**config.mk**
```make
export PLATFORM = sky130hd
export DESIGN_NAME = seven_seg_scan_decoder
export DESIGN_NICKNAME = d
export VERILOG_FILES = /design/src/rtl/seven_seg_scan_decoder.sv
export SDC_FILE = /design/constraint.sdc
export NUM_CORES = 1
export LEC_CHECK = 0
export BUFFER_PORTS_ARGS = -buffer_cell sky130_fd_sc_hd__buf_2
export CORE_AREA = 4 4 91 93
export DETAILED_ROUTE_END_ITERATION = 6
export DIE_AREA = 0 0 95 97
export PLACE_DENSITY_LB_ADDON = 0.08
export SETUP_SLACK_MARGIN = 0.5
export SLEW_MARGIN = 20
export SYNTH_ARGS = -nofsm -noshare
export SYNTH_HDL_FRONTEND = slang
export SYNTH_SLANG_ARGS = --single-unit
```
**constraint.sdc**
```tcl
create_clock -name clk -period 2 [get_ports clk]
set_input_delay 0.1 -clock clk [delete_from_list [all_inputs] [get_ports clk]]
set_output_delay 0.1 -clock clk [all_outputs]
set_load 0.02 [all_outputs]
```
**src/rtl/seven_seg_scan_decoder.sv**
```systemverilog
// Purpose: recovers per-digit 4-bit values from a multiplexed seven-segment bus with a per-digit stability filter.
// Latency: outputs update on the edge that takes the STABLE_CNT-th identical sample; visible the following cycle.
// Backpressure: none; every sample strobe is consumed on its edge.
module seven_seg_scan_decoder #(
  parameter int NUM_DIGITS = 4,
  parameter int STABLE_CNT = 3
) (
  input  logic                    clk,
  input  logic                    rst_n,
  input  logic [6:0]              seg,
  input  logic [NUM_DIGITS-1:0]   dig_sel,
  input  logic                    sample,
  output logic [4*NUM_DIGITS-1:0] digit_val,
  output logic [NUM_DIGITS-1:0]   digit_vld,
  output logic [NUM_DIGITS-1:0]   digit_err,
  output logic                    upd,
  output logic                    sel_err
);

  localparam int CW = $clog2(STABLE_CNT + 1);
  localparam logic [CW-1:0] CNT_MAX = CW'(STABLE_CNT);
  localparam logic [CW-1:0] CNT_ONE = CW'(1);

  typedef enum logic [1:0] {
    K_NUM     = 2'd0,
    K_BLANK   = 2'd1,
    K_ILLEGAL = 2'd2
  } kind_e;

  // Segment pattern {g,f,e,d,c,b,a} to {kind, value}; blank and illegal carry value 0.
  function automatic logic [5:0] decode(input logic [6:0] p);
    logic [5:0] r;
    case (p)
      7'h3F:   r = {K_NUM, 4'd0};
      7'h06:   r = {K_NUM, 4'd1};
      7'h5B:   r = {K_NUM, 4'd2};
      7'h4F:   r = {K_NUM, 4'd3};
      7'h66:   r = {K_NUM, 4'd4};
      7'h6D:   r = {K_NUM, 4'd5};
      7'h7D:   r = {K_NUM, 4'd6};
      7'h07:   r = {K_NUM, 4'd7};
      7'h7F:   r = {K_NUM, 4'd8};
      7'h6F:   r = {K_NUM, 4'd9};
      7'h00:   r = {K_BLANK, 4'd0};
      default: r = {K_ILLEGAL, 4'd0};
    endcase
    return r;
  endfunction

  // Per-digit filter state, packed: cand of digit i at [7i+6:7i], cnt at [CW*i+CW-1:CW*i].
  logic [7*NUM_DIGITS-1:0]  cand, cand_nxt;
  logic [CW*NUM_DIGITS-1:0] cnt, cnt_nxt;
  logic [4*NUM_DIGITS-1:0]  val_nxt;
  logic [NUM_DIGITS-1:0]    vld_nxt, err_nxt;
  logic                     upd_nxt;
  logic [3:0]               sel_ones;
  logic                     sel_onehot;
  logic [5:0]               seg_dec;
  kind_e                    seg_kind;

  assign seg_dec    = decode(seg);
  assign seg_kind   = kind_e'(seg_dec[5:4]);
  assign sel_onehot = (sel_ones == 4'd1);

  // Population count of the digit select, used to reject zero or multi-hot selects.
  always_comb begin
    sel_ones = '0;
    for (int i = 0; i < NUM_DIGITS; i++) begin
      sel_ones = sel_ones + {3'b000, dig_sel[i]};
    end
  end

  // Advance the selected digit's filter and build its commit result; other digits hold.
  always_comb begin
    logic            commit;
    logic [CW-1:0]   cnt_cur;
    cand_nxt = cand;
    cnt_nxt  = cnt;
    val_nxt  = digit_val;
    vld_nxt  = digit_vld;
    err_nxt  = digit_err;
    upd_nxt  = 1'b0;
    for (int i = 0; i < NUM_DIGITS; i++) begin
      commit  = 1'b0;
      cnt_cur = cnt[CW*i +: CW];
      if (sample && sel_onehot && dig_sel[i]) begin
        if (seg == cand[7*i +: 7]) begin
          // A saturated counter means this pattern already committed; do not recommit.
          if (cnt_cur != CNT_MAX) begin
            cnt_nxt[CW*i +: CW] = cnt_cur + CNT_ONE;
            commit = ((cnt_cur + CNT_ONE) == CNT_MAX);
          end
        end else begin
          cand_nxt[7*i +: 7]  = seg;
          cnt_nxt[CW*i +: CW] = CNT_ONE;
          commit = (CNT_ONE == CNT_MAX);
        end
        if (commit) begin
          case (seg_kind)
            K_NUM: begin
              val_nxt[4*i +: 4] = seg_dec[3:0];
              vld_nxt[i]        = 1'b1;
              err_nxt[i]        = 1'b0;
            end
            K_BLANK: begin
              vld_nxt[i] = 1'b0;
              err_nxt[i] = 1'b0;
            end
            default: begin
              vld_nxt[i] = 1'b0;
              err_nxt[i] = 1'b1;
            end
          endcase
          upd_nxt = upd_nxt |
                    ({val_nxt[4*i +: 4], vld_nxt[i], err_nxt[i]} !=
                     {digit_val[4*i +: 4], digit_vld[i], digit_err[i]});
        end
      end
    end
  end

  // Register filter state, committed outputs and the single-cycle pulses.
  always_ff @(posedge clk or negedge rst_n) begin
    if (!rst_n) begin
      cand      <= '0;
      cnt       <= '0;
      digit_val <= '0;
      digit_vld <= '0;
      digit_err <= '0;
      upd       <= 1'b0;
      sel_err   <= 1'b0;
    end else begin
      cand      <= cand_nxt;
      cnt       <= cnt_nxt;
      digit_val <= val_nxt;
      digit_vld <= vld_nxt;
      digit_err <= err_nxt;
      upd       <= upd_nxt;
      sel_err   <= sample && !sel_onehot;
    end
  end

endmodule

```
Word-level counts from Yosys, hierarchy flattened

Cells that the tools add are included.

Flip-flop bits (word level): 62
Bits of input ports: 14
Output and inout bits: 26
Word-level logic and storage cells: 149

Add/sub/neg operators: 7
Equality and inequality tests: 32
Muxes and demuxes: 59
Bitwise gates (word level): 7
Reduce and logical (&&, ||, !) cells: 22

Operators by type and width:

| cell                | number |
|---|---|
| $pmux 6 s11         | 1 |
| $eq 7x7->1 const B  | 7 |
| $mux 4              | 12 |
| $mux 1              | 38 |
| $eq 7x7->1          | 4 |
| $ne 6x6->1          | 4 |
| $reduce_and 2->1    | 12 |
| $mux 2              | 8 |
| $eq 7x3->1 const B  | 2 |
| $add 2x1->2 const B | 4 |
| $eq 2x2->1 const B  | 4 |
| $ne 2x1->1 const B  | 4 |
| $ne 2x2->1 const B  | 4 |
| $eq 7x6->1 const B  | 1 |
| $logic_not 7->1     | 1 |
| $logic_and 1x1->1   | 6 |
| $add 3x1->4         | 1 |
| $eq 4x1->1 const B  | 1 |
| $not 1->1           | 4 |
| $add 2x1->3         | 1 |
| $or 1x1->1          | 3 |
| $add 1x1->2         | 1 |
| $eq 2x1->1 const B  | 1 |
| $logic_not 2->1     | 1 |
| 2 further kinds     | 2 |

Longest topological paths before layout

Depth after elaboration: 21
Gate-level depth with buffers: 11
Mapped depth without buffers: 11

Worst setup path after synthesis

OpenSTA, ideal clock, no wires.

Path type: in2reg
Start point: input dig_sel[0]
End point: register digit_val[6]
Library setup time: 0.150 ns
Arrival time: 2.690 ns
Required time: 1.850 ns
Slack: -0.839 ns
Stages on the path: 9
Path buffers: 0
Cell sequence: inv_1 > fa_1 > inv_1 > ha_1 > ha_1 > nor4_1 > nand4_1 > nand2_1 > o21ai_0

Word-level cells in the longest chain between the ends: 7

RTL lines:

| what                              | line | source |
|---|---|---|
| from (decl)                       | 11   | `input logic [NUM_DIGITS-1:0] dig_sel,` |
| $add 1x1->2                       | 69   | `sel_ones = sel_ones + {3'b000, dig_sel[i]};` |
| $add 2x1->3                       | 69   |  |
| $add 3x1->4                       | 69   |  |
| $eq 4x1->1                        | 63   | `assign sel_onehot = (sel_ones == 4'd1);` |
| $logic_and 1x1->1 (2 in a row)    | 86   | `if (sample && sel_onehot && dig_sel[i]) begin` |
| $reduce_and 2->1 (no source line) | -    |  |
| to (signal assigned)              | 135  | `digit_val <= val_nxt;` |
| to (decl)                         | 13   | `output logic [4*NUM_DIGITS-1:0] digit_val,` |

Every way passes these cells.
A chain may end at the register's enable or synchronous reset.

Worst setup path after layout

Start point: input dig_sel[0]
End point: register upd

Word-level cells in the longest chain between the ends: 16
Elaborated cells on any way between the ends: 19
Classes of those cells: add/sub (3); eq/ne (1); mux (7); bitwise (3); reduce/logical (5)

RTL lines:

| what                           | line | source |
|---|---|---|
| $add 1x1->2                    | 69   |  |
| $add 2x1->3                    | 69   |  |
| $add 3x1->4                    | 69   |  |
| $eq 4x1->1                     | 63   |  |
| $logic_and 1x1->1 (2 in a row) | 86   |  |
| $mux 1                         | 86   |  |
| $or 1x1->1                     | 114  | `upd_nxt = upd_nxt \|` |
| $mux 1                         | 98   | `if (commit) begin` |
| $mux 1                         | 86   |  |
| $or 1x1->1                     | 114  |  |
| $mux 1                         | 98   |  |
| $mux 1                         | 86   |  |
| $or 1x1->1                     | 114  |  |
| $mux 1                         | 98   |  |
| $mux 1 *                       | 86   |  |
| via upd_nxt                    | 55   | `logic upd_nxt;` |
| to (signal assigned)           | 138  | `upd <= upd_nxt;` |
| to (decl)                      | 16   | `output logic upd,` |

Mark *: on every way through the listed nets, which the timed path passes. The rest lies on a longest branch.

==> run summary <==
Status = finished, violations left
Failing checks = negative setup slack
Final Util = 67.4%
Total GRT Usage = 21.4%
Detailed Route Iter0 Violations = 133
Root buf cell = clkbuf_8
Crit path DAT = 2330 ps
Num rows = 32
Top cell type's share of synthesized area = 44.7%
Fmax = 474 MHz
Area of the multi-input gates = 2220 sq um
Final hold violation count = 0
Switching fraction of total power = 28.8%
Initial antenna violation count = 0
H-tree Lvls = 3
Die Wd = 95 um
Total wire length = 9210 um
First-pass GRT wire length = 15200 um
EDFF count, synth = 0
Worst vdd ir = 0.000539 V
Fin crit share = 106%
Async SR Flop Fraction = 100%
Critical path startpoint category = primary input
CTS Sinks = 62
Post-synth cell types = 48
Psw = 1.26 mW
Dpl cell area = 4220 sq um
Share of total power in the clock network = 29.7%
Vias in the first global route = 2991
Setup CP Type = in -> reg
P&R area growth vs syn = 46.2%
Storage cell area = 1550 sq um
Fin area = 5080 sq um
Cell taking the most area after synthesis = dfrtp_1
CTS Buf Count = 9
Crit Path Max Fanout = 4
CTS max path bufs = 2
TritonRoute pass-1 iters = 4
Sequential share of power = 41.3%
Reg clk slew, reported paths = 80 ps
Most area-consuming cells after synthesis = dfrtp_1, mux2_2, xnor2_1
Req. time, crit path = 2220 ps
# diodes = 0
Syn nets = 366
Share of cells above drive strength 1 = 48.7%
Pint = 3.13 mW
Detailed Place HPWL = 6200 um
Routed vias = 2987
Clk_skew = 6.68 ps
RSZ-0062 raised after global routing = true
Core area = 7530 sq um
Worst setup margin = -112 ps
Worst slew margin = 48.4%
DIE AREA = 9220 sq um
Initial cell density of the core = 46.1%
Worst-Skew Late Latency = 350 ps
Power Density = 865 nW/um^2
Num ports = 40
Average size of a mapped cell = 10.2 sq um
Detail Route Antenna Nets = 0
Final setup vio count = 5
Gr ovfl total = 0
Hold WC Path Type = in -> reg
Fillers = 587
Drt drc = 0
Pre-CTS WS = -574 ps
Top FF cell, synth = dfrtp_1
Routed len/inst = 16.7 um
Post-layout nets = 470
Max_cap viols = 0
Comb pwr share = 29.1%
Leakage power = 2.39 nW
I/O Buffers = 39
Die Y = 97 um
Largest net degree at the start of global routing = 33
Sequential-to-total area share from yosys stat = 44.7%
Setup TNS = -187 ps
Seq cells post-synth = 62
Fin. max-slew vios = 0
Syn Inst Count = 341
Minimum clock period = 2110 ps
Final GP Congestion = 0.787
Vias per cell = 5.41
Critical Path End Type = flip-flop
Synth warn = 0
Least-Margin Pin Slew = 775 ps
Post-Syn Area = 3470 sq um
CTS tree = done
==> stage by stage <==
step	instances	hold slack [ps]	power, mW
5_1_grt	552	49.2	4.60
6_report	552	54.4	4.39
4_1_cts	546	60.4	4.31
2_1_floorplan	341	-196	2.51
3_5_place_dp	518	214	2.77
3_3_place_gp	518	202	2.73
==> critical path, cell delays in order <==
cell and delay [ps]:
buf_8 80, inv_4 30, fa_1 540, inv_2 50, ha_4 150, ha_4 300
nor3_4 50, buf_4 130, buf_6 110, nand4_1 100, o21bai_1 150, a221oi_2 60
or4_1 480
==> registers in the layout, indices dropped and copies added, names as in the netlist <==
signal     cells
cand          28
cnt            8
digit_err      4
digit_val     16
digit_vld      4
sel_err        1
upd            1
==> kinds of logic after synthesis <==
family	Yosys count	synth area share [%]
AOI/OAI and AO/OA	57	10.5
xor gates and xnor gates	37	9.33
adders and majority gates	11	4.18
buffers and inverters	31	4.00
DFF	62	44.7
muxes	32	10.4
and+or+nand+nor	111	16.9
==> timing repair <==
| action | in CTS | in global routing |
|---|---|---|
| hold buffers | 1 | 0 |
| setup endpoints to repair | 61 | 61 |
| hold endpoints to repair | 30 | 0 |
| gates cloned | 1 | 0 |
| resized for setup | 83 | 44 |
| pin swaps | 21 | 17 |
| setup buffers | 10 | 6 |
==> power groups by stage <==
stage	combinational (mW)	clock (mW)	sequential (mW)
4_1_cts	1.19	1.32	1.81
3_5_place_dp	0.955	0	1.82
2_1_floorplan	0.732	0	1.77
5_1_grt	1.38	1.38	1.85
6_report	1.28	1.30	1.81
3_3_place_gp	0.927	0	1.80
==> routing by layer <==
metal	global-route usage (%)	share of wire [%]	wire (um)
met1	28.7	44	4070
met2	34.4	50	4620
met3	3.97	4.4	402
met4	7.10	1.3	118
met5	0	0	0
==> worst paths after layout <==
kind / from / to / slack, ps / depth (start not counted)
max reg2reg: cand[1] / upd / 90 / 8
min in group asynchronous: rst_n / digit_val[5] / 370 / 2
max in group asynchronous: rst_n / cnt[2] / 990 / 3
min reg2reg: cnt[4] / cnt[4] / 500 / 1
max: dig_sel[0] / upd / -110 / 13
min: sample / sel_err / 50 / 2
==> placed cells by master (no fill, tap or decap), drive strengths merged, types with 12 or more instances in the layout <==
cell   netlist  routed
buf         13     109
dfrtp       62      62
nand2       36      36
mux2        32      32
nor2        21      21
xnor2       20      20
o21ai       20      20
xor2        17      17
inv         14      14
nand4       12      12
a21oi       12      12
==> cell type report <==
cell class / instances / share of cell area, %
clock inverters: 5 / 1.60
well taps: 102 / 2.51
repair buffers: 110 / 17.2
clock buffers: 11 / 2.98
multi-input cells: 248 / 43.8
flip-flops and latches: 62 / 30.6
inverters: 14 / 1.33
==> Yosys cell counts, drive strengths merged (4+ instances only) <==
cell	instances
a21oi	12
a221oi	4
buf	13
clkbuf	4
dfrtp	62
ha	10
inv	14
mux2	32
nand2	36
nand3	7
nand4	12
nor2	21
nor3	6
nor4	7
o21ai	20
or4	4
xnor2	20
xor2	17
Power figures use the tool's default switching activity.
